--- config.mk ---
export PLATFORM = sky130hd
export DESIGN_NAME = accum
export DESIGN_NICKNAME = d
export VERILOG_FILES = /design/src/rtl/accum.sv
export SDC_FILE = /design/constraint.sdc
export NUM_CORES = 1
export LEC_CHECK = 0
export BUFFER_PORTS_ARGS = -buffer_cell sky130_fd_sc_hd__buf_2
export CAP_MARGIN = 25
export CORE_ASPECT_RATIO = 0.5
export CORE_MARGIN = 4
export CORE_UTILIZATION = 49
export CTS_CLUSTER_DIAMETER = 60
export DETAILED_ROUTE_END_ITERATION = 7
export PLACE_DENSITY_LB_ADDON = 0.3
export SYNTH_ARGS = -nofsm -noshare
export SYNTH_HDL_FRONTEND = slang
export SYNTH_SLANG_ARGS = --single-unit
export TNS_END_PERCENT = 1
--- constraint.sdc ---
create_clock -name clk -period 7.55 [get_ports clk]
set_input_delay 1.8875 -clock clk [delete_from_list [all_inputs] [get_ports clk]]
set_output_delay 1.8875 -clock clk [all_outputs]
set_load 0.01 [all_outputs]
--- src/rtl/accum.sv ---
// Streaming accumulator: sums a dti transaction of operands up to eot and emits one sum.
// Optional ACCUM_SATURATE_EN makes each addition saturate instead of wrapping mod 2^DOUT.
module accum #(
  parameter int DIN        = 16,
  parameter int DOUT       = 32,
  parameter bit DIN_SIGNED = 1'b0
) (
  input  logic            clk,
  input  logic            rst,
  input  logic            din_valid,
  output logic            din_ready,
  input  logic [DIN:0]    din_data,
  output logic            dout_valid,
  input  logic            dout_ready,
  output logic [DOUT-1:0] dout_data
);

  if (DOUT < DIN) begin : g_width_check
    $error("accum: DOUT must be >= DIN");
  end

  typedef enum logic {ACC, OUT} state_t;

  state_t            state_q, state_d;
  logic [DOUT-1:0]   acc_q, acc_d;
  logic              first_q, first_d;
  // Low through reset, high from the first edge after release; gates din_ready.
  logic              live_q;
  logic [DOUT-1:0]   op_ext;
  logic [DOUT-1:0]   sum;
  logic              eot;

  assign eot = din_data[DIN];

  always_comb begin
    if (DIN_SIGNED) op_ext = DOUT'($signed(din_data[DIN-1:0]));
    else            op_ext = DOUT'(din_data[DIN-1:0]);
  end

`ifdef ACCUM_SATURATE_EN
  localparam logic [DOUT-1:0] SMIN = {1'b1, {(DOUT-1){1'b0}}};
  localparam logic [DOUT-1:0] SMAX = {1'b0, {(DOUT-1){1'b1}}};
  logic [DOUT:0]   wide;
  logic [DOUT-1:0] raw;
  logic            ovf;

  always_comb begin
    wide = {1'b0, acc_q} + {1'b0, op_ext};
    raw  = wide[DOUT-1:0];
    // Signed overflow: both addends share a sign the result does not.
    ovf  = (acc_q[DOUT-1] == op_ext[DOUT-1]) && (raw[DOUT-1] != acc_q[DOUT-1]);
    if (DIN_SIGNED) sum = ovf ? (acc_q[DOUT-1] ? SMIN : SMAX) : raw;
    else            sum = wide[DOUT] ? '1 : raw;
  end
`else
  assign sum = acc_q + op_ext;
`endif

  always_comb begin
    state_d    = state_q;
    acc_d      = acc_q;
    first_d    = first_q;
    din_ready  = live_q && (state_q == ACC);
    dout_valid = (state_q == OUT);
    dout_data  = acc_q;
    case (state_q)
      ACC: begin
        if (din_valid && din_ready) begin
          acc_d   = first_q ? op_ext : sum;
          first_d = 1'b0;
          if (eot) begin
            state_d = OUT;
            first_d = 1'b1;
          end
        end
      end
      OUT: begin
        if (dout_ready) state_d = ACC;
      end
      default: state_d = ACC;
    endcase
  end

  always_ff @(posedge clk or negedge rst) begin
    if (!rst) begin
      state_q <= ACC;
      acc_q   <= '0;
      first_q <= 1'b1;
      live_q  <= 1'b0;
    end else begin
      state_q <= state_d;
      acc_q   <= acc_d;
      first_q <= first_d;
      live_q  <= 1'b1;
    end
  end

endmodule

==> results.yml, run 1 <==
sta:
  drv_slew: 0
  fin_crit_sh_pct: 52.3
  setup_viol: 0
  hold_viol: 0
  setup_tns_ns: 0
  tightest_slew_ns: 0.792
  max_slew_margin_pct: 47.2
  fin_crit_ns: 3.95
  rsz0062_at_grt: "false"
  fmax_mhz: 253
  skew_ns: 0.00789
pwr:
  p_per_area_nw_per_um2: 363
  pwr-share-comb_pct: 55.6
  p_sw_share_pct: 44.4
  ir_worst_vdd_v: 0.000177
  clkPwrFrac_pct: 15.8
  p_leak_uw: 0.00144
  power_frac_seq_pct: 28.6
  p_switching_uw: 486
  p_int_uw: 608
grt:
  grt_max_degree: 43
  grt_util_met1_pct: 25.8
  overflow: 0
  use_met2_pct: 35.4
  use_met3_pct: 4.79
  grt_antenna_before_repair: 0
  top_usage_layer: "met2"
  grt_pass1_wl_mm: 11.0
  grtUsageTotal_pct: 20.2
  grt_pass1_vias: 2429
synth:
  synth_area_leaders: "dfrtp_1, ha_1, a21oi_1, nand2_1, o21ai_0"
  synth_edf_count: 0
  syn_area_per_cell_um2: 8.55
  synth_cell_type_count: 56
  yosys_warnings: 0
  synthCells: 305
  synth_seq_area_share_pct: 33.7
  ys_ff_latch: 35
  ys.flop_type: "dfrtp_1"
  ys_async_sr_fraction_pct: 100
  synth_fp_nets: 343
  synth_top_area_share_pct: 32.6
  yosysTopAreaCell: "dfrtp_1"
  synthesis.area_um2: 2610
setup_path:
  cp_num_cells: 10
  crit_top_cell: "a21oi_1"
  worstPathCellList: "buf_2, ha_1, fa_1, a21oi_1, nand4b_1, a21oi_1, a21bo_2, o2111a_1, a41oi_1, a211oi_1"
  path_delay_family: "compound AO/OA/AOI/OAI gates"
  cp-end-kind: "flop"
  cp.arrival_ns: 4.11
  worstSetupStartpoint: "din_data[0]"
  crit_slowest_cell: "fa_1"
  r2r_start: "dout_data[0]"
  crit_path_max_fanout: 9
  startpoint_type: "primary input"
  slowest_delay_ns: 0.42
  r2r_end: "dout_data[24]"
  rrSetupSlack_ns: 4.90
  path_buf_inv: 1
  required_ns: 7.71
  endpoint: "dout_data[24]"
  critical_path_class: "in -> reg"
  r2r_cells: 9
detailed_routing:
  drt_iter0_markers: 147
  viasPerCell: 5.93
  ant_nets: 0
  wl_mm: 6.44
  drt-wirelength-per-cell_um: 15.2
  vias: 2507
  dr.pass1.iters: 4
  drc: 0
placement:
  gp_congestion: 0.896
  placed_cells: 415
  dpl.hpwl_mm: 4.80
  port_buffers: 54
floorplanning:
  die_h_um: 59.6
  die_w_um: 111
  pin_count: 55
  die_area_um2: 6620
  rows: 18
  coreArea_um2: 5020
  initial_core_util_pct: 51.9
job:
  max_cap_viol_count: 0
finish:
  final_cells: 423
  drive_above_1_share_pct: 20.1
  final_cell_mix: "buf_2, nand2_1, dfrtp_1, a21oi_1, nor2_1"
  layout_commonest_cell: "buf_2"
  syn_to_final_growth_pct: 15.7
  n_antenna_cell: 0
  nets: 390
status:
  status: "finished clean"
clock_tree:
  root_buffer: "clkbuf_8"
  insertion_delay_ns: 0.29
  cts_hold_buffers: 0
  cts.clk_slew.worst_paths_ns: 0.08
  clkSinkCount: 35
  h-tree-depth: 2
  numCtsBuffers: 5
  clk_path_buf_depth: 2
  ctsResizeCount: 0
  post-cts-setup-buffers: 0
  cts_tree: "built"
min_path:
  hp-class: "reg -> reg"
  min_path_cells: 2
metal layers:
layer / part of all wire, % / up-vias
met5: 0 / -
met4: 0.92 / 0
met3: 7.0 / 10
met2: 46 / 78
met1: 46 / 1198
li1: - / 1221
Yosys cell counts, types with 2 or more instances:
master    instances
a21oi_1          32
o211ai_1          2
and2_1            3
a211oi_1          5
nand4_1           4
nand2_1          35
dfrtp_1          34
o21a_1            6
o21ai_0          23
xor2_1            5
ha_1             16
a21o_1            9
a21boi_0          3
or3_1             4
a41oi_1           3
a211o_1           2
nor2_1           25
nor3_1            4
xnor2_1           7
a31oi_1           2
o311ai_0          3
and3_1            5
a221o_1           3
inv_1             5
nor2b_1           3
nand3_1          10
and4_1            2
mux2i_1          10
nor3b_1           2
o21bai_1          2
clkbuf_1         11
sequential cells by signal (all words and copies together) (netlist names):
name and flops:
dout_data 32, dout_valid 1, first_q 1, live_q 1
per-stage QoR:
| stage | setup slack (ns) | utilization (%) | total power, µW | hold WS, ns | cell area [µm²] |
|---|---|---|---|---|---|
| 5_1_grt | 3.47 | 60.0 | 1190 | 0.546 | 3020 |
| 3_5_place_dp | 3.34 | 57.8 | 918 | 0.495 | 2900 |
| 2_1_floorplan | 3.63 | - | 755 | 0.537 | 2610 |
| 4_1_cts | 3.62 | 60.0 | 1100 | 0.513 | 3020 |
| 3_3_place_gp | 3.41 | 57.8 | 901 | 0.490 | 2900 |
| 6_report | 3.60 | 60.0 | 1090 | 0.507 | 3020 |
kinds of logic after synthesis:
kind of cell               count (synthesis)  share of synthesized area (%)
xor gates and xnor gates                  12                           4.03
muxes                                     10                           3.84
buffers and inverters                     20                           3.36
adders and majority gates                 17                           8.45
and+or+nand+nor                          101                           18.5
DFF                                       35                           33.7
AOI/OAI and AO/OA                        109                           28.0
other                                      1                          0.144
tightest hold or removal path, delay by kind of cell (launching register included):
family             cells  cell delay, ns
DFF                    1            0.36
and+or+nand+nor        1            0.05
AOI/OAI and AO/OA      1            0.06
cell type report:
type | instances | area (µm²)
Tap cell | 70 | 87.6
Clock buffer | 5 | 68.8
Sequential cell | 35 | 877
Fill cell | 453 | 2010
Multi-Input combinational cell | 250 | 1640
Timing Repair Buffer | 55 | 278
Inverter | 5 | 18.8
Clock inverter | 3 | 43.8
power groups by stage:
stage	Sequential (µW)	Combinational (µW)	Clock, µW
2_1_floorplan	323	432	0
3_3_place_gp	314	587	0
3_5_place_dp	316	602	0
4_1_cts	312	608	175
5_1_grt	325	682	185
6_report	312	609	173
how the worst min path moves through the flow:
stage	from	end	slack (ns)
2_1_floorplan	dout_data[14]	dout_data[14]	0.54
3_3_place_gp	dout_data[3]	dout_data[3]	0.49
3_5_place_dp	dout_data[3]	dout_data[3]	0.50
4_1_cts	dout_data[3]	dout_data[3]	0.51
5_1_grt	dout_data[5]	dout_data[5]	0.55
6_report	dout_data[3]	dout_data[3]	0.51
No activity file was read; power rests on OpenSTA's default activity.
==> run 2: changes to the inputs <==
==> constraint.sdc (replaced) <==
create_clock -name clk -period 3.7 [get_ports clk]
set_input_delay 0.925 -clock clk [delete_from_list [all_inputs] [get_ports clk]]
set_output_delay 0.925 -clock clk [all_outputs]
set_load 0.01 [all_outputs]
==> run 2 against run 1 <==
  * First-iteration DRC count is 29% higher
  * Routed wire length is 3.9% higher
  * Clock power is 64% higher
  * Combinational power is 110% higher
  * Flip-flop and latch count stayed put
  * Critical endpoint is now dout_data[31]
  * Design area is 0.54% lower
  * Register-to-register slack worse by 3.9 ns
  * Count of clock-buffer cells in the layout stayed put
  * Worst hold slack better by 0.0068 ns
==> results.yml, run 2 (synthesized netlist as in run 1, its figures left out) <==
finish:
  utilization_pct: 59.7
  layout_commonest_cell: "buf_2"
  syn_to_final_growth_pct: 15.1
  n_antenna_cell: 0
  largest_reg_flops: 32
  nets: 391
  n_fill_cell: 470
  final_cell_mix: "buf_2, nand2_1, dfrtp_1, a21oi_1, nor2_1"
  drive_above_1_share_pct: 20.3
grt:
  grtUsageTotal_pct: 20.9
  overflow: 0
  grt_antenna_before_repair: 0
  grt_pass1_vias: 2368
  grt_pass1_wl_mm: 11.3
  grt_max_degree: 43
clock_tree:
  cts.clk_slew.worst_paths_ns: 0.08
  numCtsBuffers: 5
  root_buffer: "clkbuf_8"
  insertion_delay_ns: 0.29
  h-tree-depth: 2
  ctsResizeCount: 0
  cts_tree: "built"
  cts_hold_buffers: 0
  clkSinkCount: 35
  post-cts-setup-buffers: 0
  clk_path_buf_depth: 2
setup_path:
  cp-end-kind: "flop"
  required_ns: 3.92
  crit_path_max_fanout: 7
  startpoint_type: "primary input"
  cp.arrival_ns: 3.20
  critical_path_class: "in -> reg"
pwr:
  fin_total_pwr_uw: 2190
  ir_worst_vdd_v: 0.000348
  clkPwrFrac_pct: 12.9
  p_leak_uw: 0.00143
  p_int_uw: 1180
  p_switching_uw: 1010
  power_frac_seq_pct: 29.2
  p_sw_share_pct: 46.1
  p_per_area_nw_per_um2: 731
  pwr-share-comb_pct: 57.9
sta:
  tightest_slew_ns: 0.814
  rsz0062_at_grt: "false"
  skew_ns: 0.00627
  setup_tns_ns: 0
  fin_crit_ns: 2.98
  fmax_mhz: 335
  drv_slew: 0
  hold_viol: 0
  max_slew_margin_pct: 45.7
  setup_viol: 0
  fin_crit_sh_pct: 80.6
floorplanning:
  initial_core_util_pct: 51.9
  pin_count: 55
  die_h_um: 59.6
  coreArea_um2: 5020
  rows: 18
  die_area_um2: 6620
  die_w_um: 111
status:
  status: "finished clean"
detailed_routing:
  wl_met2_mm: 3.07
  wl_met1_mm: 3.18
  wl_mm: 6.69
  drt-wirelength-per-cell_um: 15.8
  met3_length_um: 382
  top_layer_used: "met4"
  vias: 2510
  dr.pass1.iters: 5
  ant_nets: 0
  drc: 0
  drt_iter0_markers: 189
  viasPerCell: 5.92
min_path:
  hp-class: "reg -> reg"
job:
  max_cap_viol_count: 0
placement:
  dpl.hpwl_mm: 4.82
  gp_congestion: 0.888
  port_buffers: 54
-- run 2: layout make-up --
cell class,instances,area [µm²],share of cell area [%]
clock buffer,5,68.8,2.29
clock inverter,3,20.0,0.668
inverter,5,18.8,0.626
multi-input combinational,250,1640,54.7
sequential,35,877,29.2
tap,70,87.6,2.92
timing repair buffer,56,285,9.51
-- run 2: worst max-delay path, cell delays in order --
cell       delay (ns)
buf_2            0.11
ha_1             0.40
nand2_1          0.10
nor2_1           0.19
nand3_1          0.24
a2111oi_4        0.47
o21ai_1          0.22
or3_1            0.39
a21oi_1          0.14
-- run 2: power by group through the flow --
stage	Clock (µW)	Sequential, µW	Combinational (µW)
6_report	284	640	1270
3_3_place_gp	0	640	1210
2_1_floorplan	0	659	881
5_1_grt	307	665	1410
3_5_place_dp	0	645	1250
4_1_cts	289	639	1260
-- run 2: stage by stage --
step                      setup slack, ns  cell area [µm²]  hold slack (ns)  instances
after floorplan                     0.742             2610            0.537        305
after global placement              0.518             2910            0.490        416
after detailed placement            0.480             2910            0.500        416
after CTS                           0.763             3000            0.516        424
after global routing                0.562             3000            0.540        424
final                               0.719             3000            0.514        424
-- run 2: routing by layer --
metal | track usage (%) | vias up
met3 | 5.61 | 8
li1 | - | 1231
met2 | 34.0 | 79
met5 | 0 | -
met1 | 28.1 | 1192
met4 | 5.72 | 0
-- run 2: path summary, 6_finish.rpt --
kind	to	slack, ns	startpoint	depth (start not counted)
worst max-delay path	dout_data[31]	0.72	din_data[8]	9
worst max register to register	dout_data[31]	1.05	dout_data[8]	8
min in group asynchronous	dout_data[29]	0.72	rst	1
worst min-delay path	dout_data[12]	0.51	dout_data[12]	2
worst min register to register	dout_data[12]	0.51	dout_data[12]	2
max in group asynchronous	dout_data[4]	2.46	rst	1
